<file path="src/rtl/math_arbiter_if.sv">
// -----------------------------------------------------------------------------
// math_arbiter_if
// Groups the two request channels and the response channel of math_arbiter.
//
// Signals:
//   req0_valid/op/a/b  : requester 0 operation (op 0 = A+B, 1 = A-B)
//   req0_ready         : requester 0 accepted this cycle
//   req1_*             : same as req0_* for requester 1
//   rsp_valid          : response available
//   rsp_ready          : consumer accepts the response
//   rsp_id             : requester that issued the operation
//   rsp_result         : 4-bit result, mod 16
//   rsp_carry          : carry-out for add, borrow (A < B unsigned) for sub
//   rsp_ovf            : two's-complement overflow
//
// Modports:
//   master : requesters + response consumer (drive requests, accept responses)
//   slave  : the arbiter (accepts requests, produces responses)
// -----------------------------------------------------------------------------
interface math_arbiter_if;
    logic       req0_valid;
    logic       req0_op;
    logic [3:0] req0_a;
    logic [3:0] req0_b;
    logic       req0_ready;

    logic       req1_valid;
    logic       req1_op;
    logic [3:0] req1_a;
    logic [3:0] req1_b;
    logic       req1_ready;

    logic       rsp_valid;
    logic       rsp_ready;
    logic       rsp_id;
    logic [3:0] rsp_result;
    logic       rsp_carry;
    logic       rsp_ovf;

    modport master (
        output req0_valid, req0_op, req0_a, req0_b,
        input  req0_ready,
        output req1_valid, req1_op, req1_a, req1_b,
        input  req1_ready,
        input  rsp_valid, rsp_id, rsp_result, rsp_carry, rsp_ovf,
        output rsp_ready
    );

    modport slave (
        input  req0_valid, req0_op, req0_a, req0_b,
        output req0_ready,
        input  req1_valid, req1_op, req1_a, req1_b,
        output req1_ready,
        output rsp_valid, rsp_id, rsp_result, rsp_carry, rsp_ovf,
        input  rsp_ready
    );
endinterface

</file>
<file path="src/rtl/math_arbiter.sv">
// -----------------------------------------------------------------------------
// math_arbiter
// Round-robin controller sharing one 4-bit add/subtract datapath between two
// requesters. A granted request is latched in IDLE, executed for one cycle in
// EXEC, and its registered result is presented in RESP until the consumer
// takes it.
//
// Parameters:
//   RR_INIT  : requester holding priority after reset (0 or 1)
//
// Ports:
//   clk      : clock, rising edge
//   rst_n    : asynchronous active-low reset
//   bus      : math_arbiter_if.slave (request and response channels)
//   busy     : high whenever the FSM is not in IDLE
//   ops_done : completed-response counter, wraps 255 -> 0
// -----------------------------------------------------------------------------
module math_arbiter #(
    parameter bit RR_INIT = 1'b0
) (
    input  logic                 clk,
    input  logic                 rst_n,
    math_arbiter_if.slave        bus,
    output logic                 busy,
    output logic [7:0]           ops_done
);

    typedef enum logic [1:0] {
        StIdle = 2'd0,
        StExec = 2'd1,
        StResp = 2'd2
    } state_e;

    state_e     state_q, state_d;
    logic       prio_q, prio_d;

    // Operand registers, loaded on accept
    logic       op_q;
    logic       id_q;
    logic [3:0] a_q;
    logic [3:0] b_q;

    // Response registers, loaded at the end of EXEC
    logic       rsp_id_q;
    logic [3:0] rsp_result_q;
    logic       rsp_carry_q;
    logic       rsp_ovf_q;

    logic [7:0] ops_done_q;

    logic       grant0;
    logic       grant1;
    logic       accept;
    logic       rsp_fire;

    // Shared datapath (math_block)
    logic [3:0] mb_b_eff;
    logic [4:0] mb_sum;
    logic [3:0] mb_result;
    logic       mb_carry;
    logic       mb_ovf;

    // -------------------------------------------------------------------------
    // FSM next state, grants and priority update
    // -------------------------------------------------------------------------
    always_comb begin
        state_d  = state_q;
        prio_d   = prio_q;
        grant0   = 1'b0;
        grant1   = 1'b0;
        rsp_fire = 1'b0;

        unique case (state_q)
            StIdle: begin
                // A lone requester wins regardless of prio; on a tie prio decides
                grant0 = bus.req0_valid & (~prio_q | ~bus.req1_valid);
                grant1 = bus.req1_valid & ( prio_q | ~bus.req0_valid);
                if (grant0 | grant1) begin
                    state_d = StExec;
                    // Priority passes to the requester that was not granted
                    prio_d  = grant0;
                end
            end
            StExec: begin
                state_d = StResp;
            end
            StResp: begin
                rsp_fire = bus.rsp_ready;
                if (rsp_fire) begin
                    state_d = StIdle;
                end
            end
            default: begin
                state_d = StIdle;
            end
        endcase
    end

    assign accept = grant0 | grant1;

    always_ff @(posedge clk or negedge rst_n) begin
        if (!rst_n) begin
            state_q <= StIdle;
            prio_q  <= RR_INIT;
        end else begin
            state_q <= state_d;
            prio_q  <= prio_d;
        end
    end

    // -------------------------------------------------------------------------
    // Operand capture
    // -------------------------------------------------------------------------
    always_ff @(posedge clk or negedge rst_n) begin
        if (!rst_n) begin
            op_q <= 1'b0;
            id_q <= 1'b0;
            a_q  <= 4'd0;
            b_q  <= 4'd0;
        end else if (accept) begin
            // grant0 and grant1 are mutually exclusive
            op_q <= grant1 ? bus.req1_op : bus.req0_op;
            id_q <= grant1;
            a_q  <= grant1 ? bus.req1_a  : bus.req0_a;
            b_q  <= grant1 ? bus.req1_b  : bus.req0_b;
        end
    end

    // -------------------------------------------------------------------------
    // math_block: A + B, or A - B computed as A + ~B + 1
    // -------------------------------------------------------------------------
    always_comb begin
        mb_b_eff  = op_q ? ~b_q : b_q;
        mb_sum    = {1'b0, a_q} + {1'b0, mb_b_eff} + {4'd0, op_q};
        mb_result = mb_sum[3:0];
        // For subtract the adder carry-out means "no borrow"
        mb_carry  = op_q ? ~mb_sum[4] : mb_sum[4];
        // Overflow when both addend signs agree and the result sign differs;
        // using ~B for subtract folds the "signs differ" case into the same test
        mb_ovf    = (a_q[3] == mb_b_eff[3]) & (mb_result[3] != a_q[3]);
    end

    // -------------------------------------------------------------------------
    // Response registers: written only at the end of EXEC, so they stay stable
    // through RESP and keep their value after the handshake.
    // -------------------------------------------------------------------------
    always_ff @(posedge clk or negedge rst_n) begin
        if (!rst_n) begin
            rsp_id_q     <= 1'b0;
            rsp_result_q <= 4'd0;
            rsp_carry_q  <= 1'b0;
            rsp_ovf_q    <= 1'b0;
        end else if (state_q == StExec) begin
            rsp_id_q     <= id_q;
            rsp_result_q <= mb_result;
            rsp_carry_q  <= mb_carry;
            rsp_ovf_q    <= mb_ovf;
        end
    end

    always_ff @(posedge clk or negedge rst_n) begin
        if (!rst_n) begin
            ops_done_q <= 8'd0;
        end else if (rsp_fire) begin
            ops_done_q <= ops_done_q + 8'd1;
        end
    end

    // -------------------------------------------------------------------------
    // Outputs
    // -------------------------------------------------------------------------
    assign bus.req0_ready = grant0;
    assign bus.req1_ready = grant1;
    assign bus.rsp_valid  = (state_q == StResp);
    assign bus.rsp_id     = rsp_id_q;
    assign bus.rsp_result = rsp_result_q;
    assign bus.rsp_carry  = rsp_carry_q;
    assign bus.rsp_ovf    = rsp_ovf_q;
    assign busy           = (state_q != StIdle);
    assign ops_done       = ops_done_q;

endmodule

</file>
<file path="src/flat_wrapper.sv">
// flat-port wrapper written by rule: the top's interface ports become plain ports
module math_arbiter_flat 
#(
    parameter bit RR_INIT = 1'b0
)
  (clk, rst_n, busy, ops_done, bus_req0_valid, bus_req0_op, bus_req0_a, bus_req0_b, bus_req0_ready, bus_req1_valid, bus_req1_op, bus_req1_a, bus_req1_b, bus_req1_ready, bus_rsp_valid, bus_rsp_id, bus_rsp_result, bus_rsp_carry, bus_rsp_ovf, bus_rsp_ready);
  math_arbiter_if bus_i ();
  input  logic clk;
  input  logic rst_n;
  output logic busy;
  output logic [7:0] ops_done;
  input wire logic [$bits(bus_i.req0_valid)-1:0] bus_req0_valid;
  input wire logic [$bits(bus_i.req0_op)-1:0] bus_req0_op;
  input wire logic [$bits(bus_i.req0_a)-1:0] bus_req0_a;
  input wire logic [$bits(bus_i.req0_b)-1:0] bus_req0_b;
  output wire logic [$bits(bus_i.req0_ready)-1:0] bus_req0_ready;
  input wire logic [$bits(bus_i.req1_valid)-1:0] bus_req1_valid;
  input wire logic [$bits(bus_i.req1_op)-1:0] bus_req1_op;
  input wire logic [$bits(bus_i.req1_a)-1:0] bus_req1_a;
  input wire logic [$bits(bus_i.req1_b)-1:0] bus_req1_b;
  output wire logic [$bits(bus_i.req1_ready)-1:0] bus_req1_ready;
  output wire logic [$bits(bus_i.rsp_valid)-1:0] bus_rsp_valid;
  output wire logic [$bits(bus_i.rsp_id)-1:0] bus_rsp_id;
  output wire logic [$bits(bus_i.rsp_result)-1:0] bus_rsp_result;
  output wire logic [$bits(bus_i.rsp_carry)-1:0] bus_rsp_carry;
  output wire logic [$bits(bus_i.rsp_ovf)-1:0] bus_rsp_ovf;
  input wire logic [$bits(bus_i.rsp_ready)-1:0] bus_rsp_ready;
  assign bus_i.req0_valid = bus_req0_valid;
  assign bus_i.req0_op = bus_req0_op;
  assign bus_i.req0_a = bus_req0_a;
  assign bus_i.req0_b = bus_req0_b;
  assign bus_req0_ready = bus_i.req0_ready;
  assign bus_i.req1_valid = bus_req1_valid;
  assign bus_i.req1_op = bus_req1_op;
  assign bus_i.req1_a = bus_req1_a;
  assign bus_i.req1_b = bus_req1_b;
  assign bus_req1_ready = bus_i.req1_ready;
  assign bus_rsp_valid = bus_i.rsp_valid;
  assign bus_rsp_id = bus_i.rsp_id;
  assign bus_rsp_result = bus_i.rsp_result;
  assign bus_rsp_carry = bus_i.rsp_carry;
  assign bus_rsp_ovf = bus_i.rsp_ovf;
  assign bus_i.rsp_ready = bus_rsp_ready;
  math_arbiter #(.RR_INIT(RR_INIT)) u_core (.clk(clk), .rst_n(rst_n), .bus(bus_i), .busy(busy), .ops_done(ops_done));
endmodule
</file>
<file path="config.mk">
export PLATFORM = sky130hd
export DESIGN_NAME = math_arbiter_flat
export DESIGN_NICKNAME = d
export VERILOG_FILES = /design/src/rtl/math_arbiter_if.sv /design/src/rtl/math_arbiter.sv /design/src/flat_wrapper.sv
export SDC_FILE = /design/constraint.sdc
export NUM_CORES = 1
export LEC_CHECK = 0
export CELL_PAD_IN_SITES_DETAIL_PLACEMENT = 1
export CELL_PAD_IN_SITES_GLOBAL_PLACEMENT = 1
export CORE_ASPECT_RATIO = 1.5
export CORE_MARGIN = 3
export CORE_UTILIZATION = 38
export CTS_CLUSTER_SIZE = 24
export DETAILED_ROUTE_END_ITERATION = 12
export PLACE_DENSITY_LB_ADDON = 0.1
export SKIP_CTS_REPAIR_TIMING = 1
export SLEW_MARGIN = 20
export SYNTH_ARGS = -nofsm -noshare
export SYNTH_HDL_FRONTEND = slang
export SYNTH_SLANG_ARGS = --single-unit
</file>
<file path="constraint.sdc">
create_clock -name clk -period 4.7 [get_ports clk]
set_input_delay 0.705 -clock clk [delete_from_list [all_inputs] [get_ports clk]]
set_output_delay 0.705 -clock clk [all_outputs]
set_load 0.05 [all_outputs]
</file>
==> flow_summary_export.csv <==
group,metric,value,unit
run_status,status,"finished clean",
sta,worst_pin_slew,0.638,ns
global_routing,grt_max_degree,29,
setup_path,crit_fanout,10,
placement,io_buffers,41,
sta,fin_crit_sh,72.8,%
power,powerDensity,765,nW/um^2
synthesis,yosysTopAreaCell,"dfrtp_1",
job,maxCapViolCount,0,
floorplanning,dieArea,4460,um^2
layout,multiInputGateArea,651,um^2
sta,slew_viol_final,0,
setup_path,crit_top_cell,"clkdlybuf4s50_1",
sta,maxSlewHeadroom,57.4,%
layout,design_area,1880,um^2
synthesis,synth.area.top_cells,"dfrtp_1 50%, mux2i_1 6.4%, xor2_1 5.6%",
synthesis,avgSynthCellArea,11.3,um^2
routing,drc_errors,0,
synthesis,synth-edff-count,0,
global_routing,grt_overflow,0,
sta,fmax,292,MHz
routing,dr_wl_met2,1510,um
power,p_clk_share,8.7,%
synthesis,ys_ff_latch,28,
setup_path,required,3.99,ns
routing,dr_total_vias,1050,
synthesis,yosys_warnings,0,
placement,placedInstanceArea,1840,um^2
sta,finalSetupViolCount,0,
floorplanning,rows,26,
clocking,cts_inserted_buffers,3,
setup_path,slowest_delay,0.82,ns
synthesis,synth_top_area_share,50.1,%
worst_hold_path,hold_path_class,"register to register",
power,combPwrFrac,60.4,%
floorplanning,fp.dieH,80.3,um
placement,dpl.hpwl,2300,um
clocking,cts_tree,"yes",
clocking,htreeDepth,1,
routing,dr.max_layer_used,"met4",
power,vdd_drop_max,0.381,mV
power,swShare,47.5,%
power,power,0.00144,W
routing,post_drt_wl_per_cell,13.5,um
sta,rsz0062_at_grt,"false",
global_routing,grt_pass1_vias,1076,
layout,filler_cell_count,385,
synthesis,yosysSeqAreaShare,50.1,%
routing,first_pass_iters,4,
global_routing,grt_pass1_wl,4890,um
setup_path,crit_arrival,2.72,ns
layout,drive_gt1_share,7.88,%
layout,diodes,0,
routing,postRouteWirelength,2800,um
layout,seqCellArea,701,um^2
setup_path,crit_type,"input pin to output port",
routing,wl_met3,138,um
global_routing,antenna_found_initial,0,
clocking,clk_path_buf_depth,2,
routing,drt-met1-wl,1080,um
synthesis,netlist_area,1400,um^2
routing,vias_per_cell,5.07,
routing,drt_iter0_markers,23,
sta,tns,0,ns
clocking,cts.sink_count,28,
sta,whs,0.472,ns
synthesis,synth_cell_types,26,
global_routing,grt_use_total,13.6,%
setup_path,end_kind,"output port",
synthesis,async_flop_share,100,%
floorplanning,core,3480,um^2
floorplanning,start_util,40.2,%
routing,ant_nets,0,
clocking,clockRootBuffer,"clkbuf_8",
clocking,clock_latency,0.26,ns
setup_path,crit_chain,"clkdlybuf4s50_1 -> nand3_1 -> inv_1 -> clkdlybuf4s50_1",
sta,fin_crit,3.42,ns
sta,hold_violations,0,
synthesis,yosysMostFrequentCell,"dfrtp_1",
clocking,cts.clk_slew.worst_paths,0.09,ns
power,pwr-share-seq,30.9,%
synthesis,ys_top_cells_by_count,"28 x dfrtp_1, 16 x nand2_1, 13 x o21ai_0",
power,p_int,0.000755,W
synthesis,synthFlopType,"dfrtp_1",
synthesis,syn_nets,152,
power,p_sw,0.000683,W
power,leakage,0.885,nW
setup_path,slowest_stage,"clkdlybuf4s50_1",
floorplanning,die_w,55.5,um
placement,gp_congestion,0.732,
setup_path,start_kind,"input pin",
sta,clock_skew,0.00284,ns
synthesis,synthCells,124,
layout,nNetsFinal,195,
layout,syn2layout_area_growth,34.3,%
floorplanning,io_pins,42,
## cell type report
type / instances / area share (%)
Multi-Input combinational cell: 88 / 34.6
Clock buffer: 3 / 2.20
Tap cell: 42 / 2.80
Inverter: 4 / 0.799
Sequential cell: 28 / 37.3
Timing Repair Buffer: 42 / 22.3
## flip-flops by register name, indices dropped and copies added (netlist names)
signal and flops:
u_core.state_q 2, u_core.bus.rsp_carry 1, u_core.bus.rsp_result 4, u_core.prio_q 1, u_core.id_q 1, u_core.ops_done 8
u_core.op_q 1, u_core.b_q 4, u_core.bus.rsp_id 1, u_core.a_q 4, u_core.bus.rsp_ovf 1
## per-layer routing
layer | vias to the layer above | track usage (%)
li1 | 503 | -
met1 | 508 | 14.2
met2 | 33 | 26.1
met3 | 6 | 1.93
met4 | 0 | 6.81
met5 | - | 0
## layout by cell type, fill, tap and decap left out, drive strengths merged
cell / count
dfrtp: 28
mux2: 4
inv: 4
o31ai: 1
nand2: 16
nor2: 4
fa: 1
nand3: 6
xnor2: 6
a31oi: 2
a21o: 2
ha: 4
a21oi: 4
clkdlybuf4s50: 41
clkbuf: 3
nand3b: 1
buf: 1
o21ai: 15
nand2b: 3
mux2i: 9
nor3: 1
xor2: 9
## cells by family (layout without fill, tap and decap cells)
family                     Yosys count  after routing  synth area share [%]
and+or+nand+nor                     31             31                  11.5
buffers and inverters                8             49                  3.40
muxes                               13             13                  9.93
AOI/OAI and AO/OA                   24             24                  10.6
DFF                                 28             28                  50.1
adders and majority gates            5              5                  5.01
xor gates and xnor gates            15             15                  9.39
## power groups by stage
stage / Sequential (W) / Combinational [W] / Clock (W)
after floorplan: 0.000590 / 0.000504 / 0
after global placement: 0.000441 / 0.000845 / 0
after detailed placement: 0.000453 / 0.000878 / 0
after CTS: 0.000447 / 0.000883 / 0.000133
after global routing: 0.000464 / 0.000955 / 0.000139
final: 0.000444 / 0.000868 / 0.000126
## final timing paths
check,cells past startpoint,slack (ns),to,start
worst max register to register,6,2.61,u_core.bus.rsp_carry,u_core.op_q
worst max-delay path,4,1.28,bus_req1_ready,bus_req1_valid
worst min register to register,1,0.47,u_core.ops_done[7],u_core.ops_done[7]
min in group asynchronous,2,0.81,u_core.bus.rsp_id,rst_n
worst min-delay path,1,0.47,u_core.ops_done[7],u_core.ops_done[7]
max in group asynchronous,2,3.62,u_core.bus.rsp_result[0],rst_n
## stage by stage
| stage | worst slack (ns) | util [%] | std cells |
|---|---|---|---|
| 3_3_place_gp | 1.32 | 52.8 | 204 |
| 3_5_place_dp | 1.25 | 52.8 | 204 |
| 4_1_cts | 1.26 | 54.0 | 207 |
| 6_report | 1.28 | 54.0 | 207 |
| 5_1_grt | 1.17 | 54.0 | 207 |
| 2_1_floorplan | 2.45 | - | 124 |
## worst max-delay path: cells and delay by family
| kind | cells | cell delay (ns) |
|---|---|---|
| buf+inv | 3 | 1.55 |
| simple gates | 1 | 0.46 |
No activity file was read; power rests on OpenSTA's default activity.
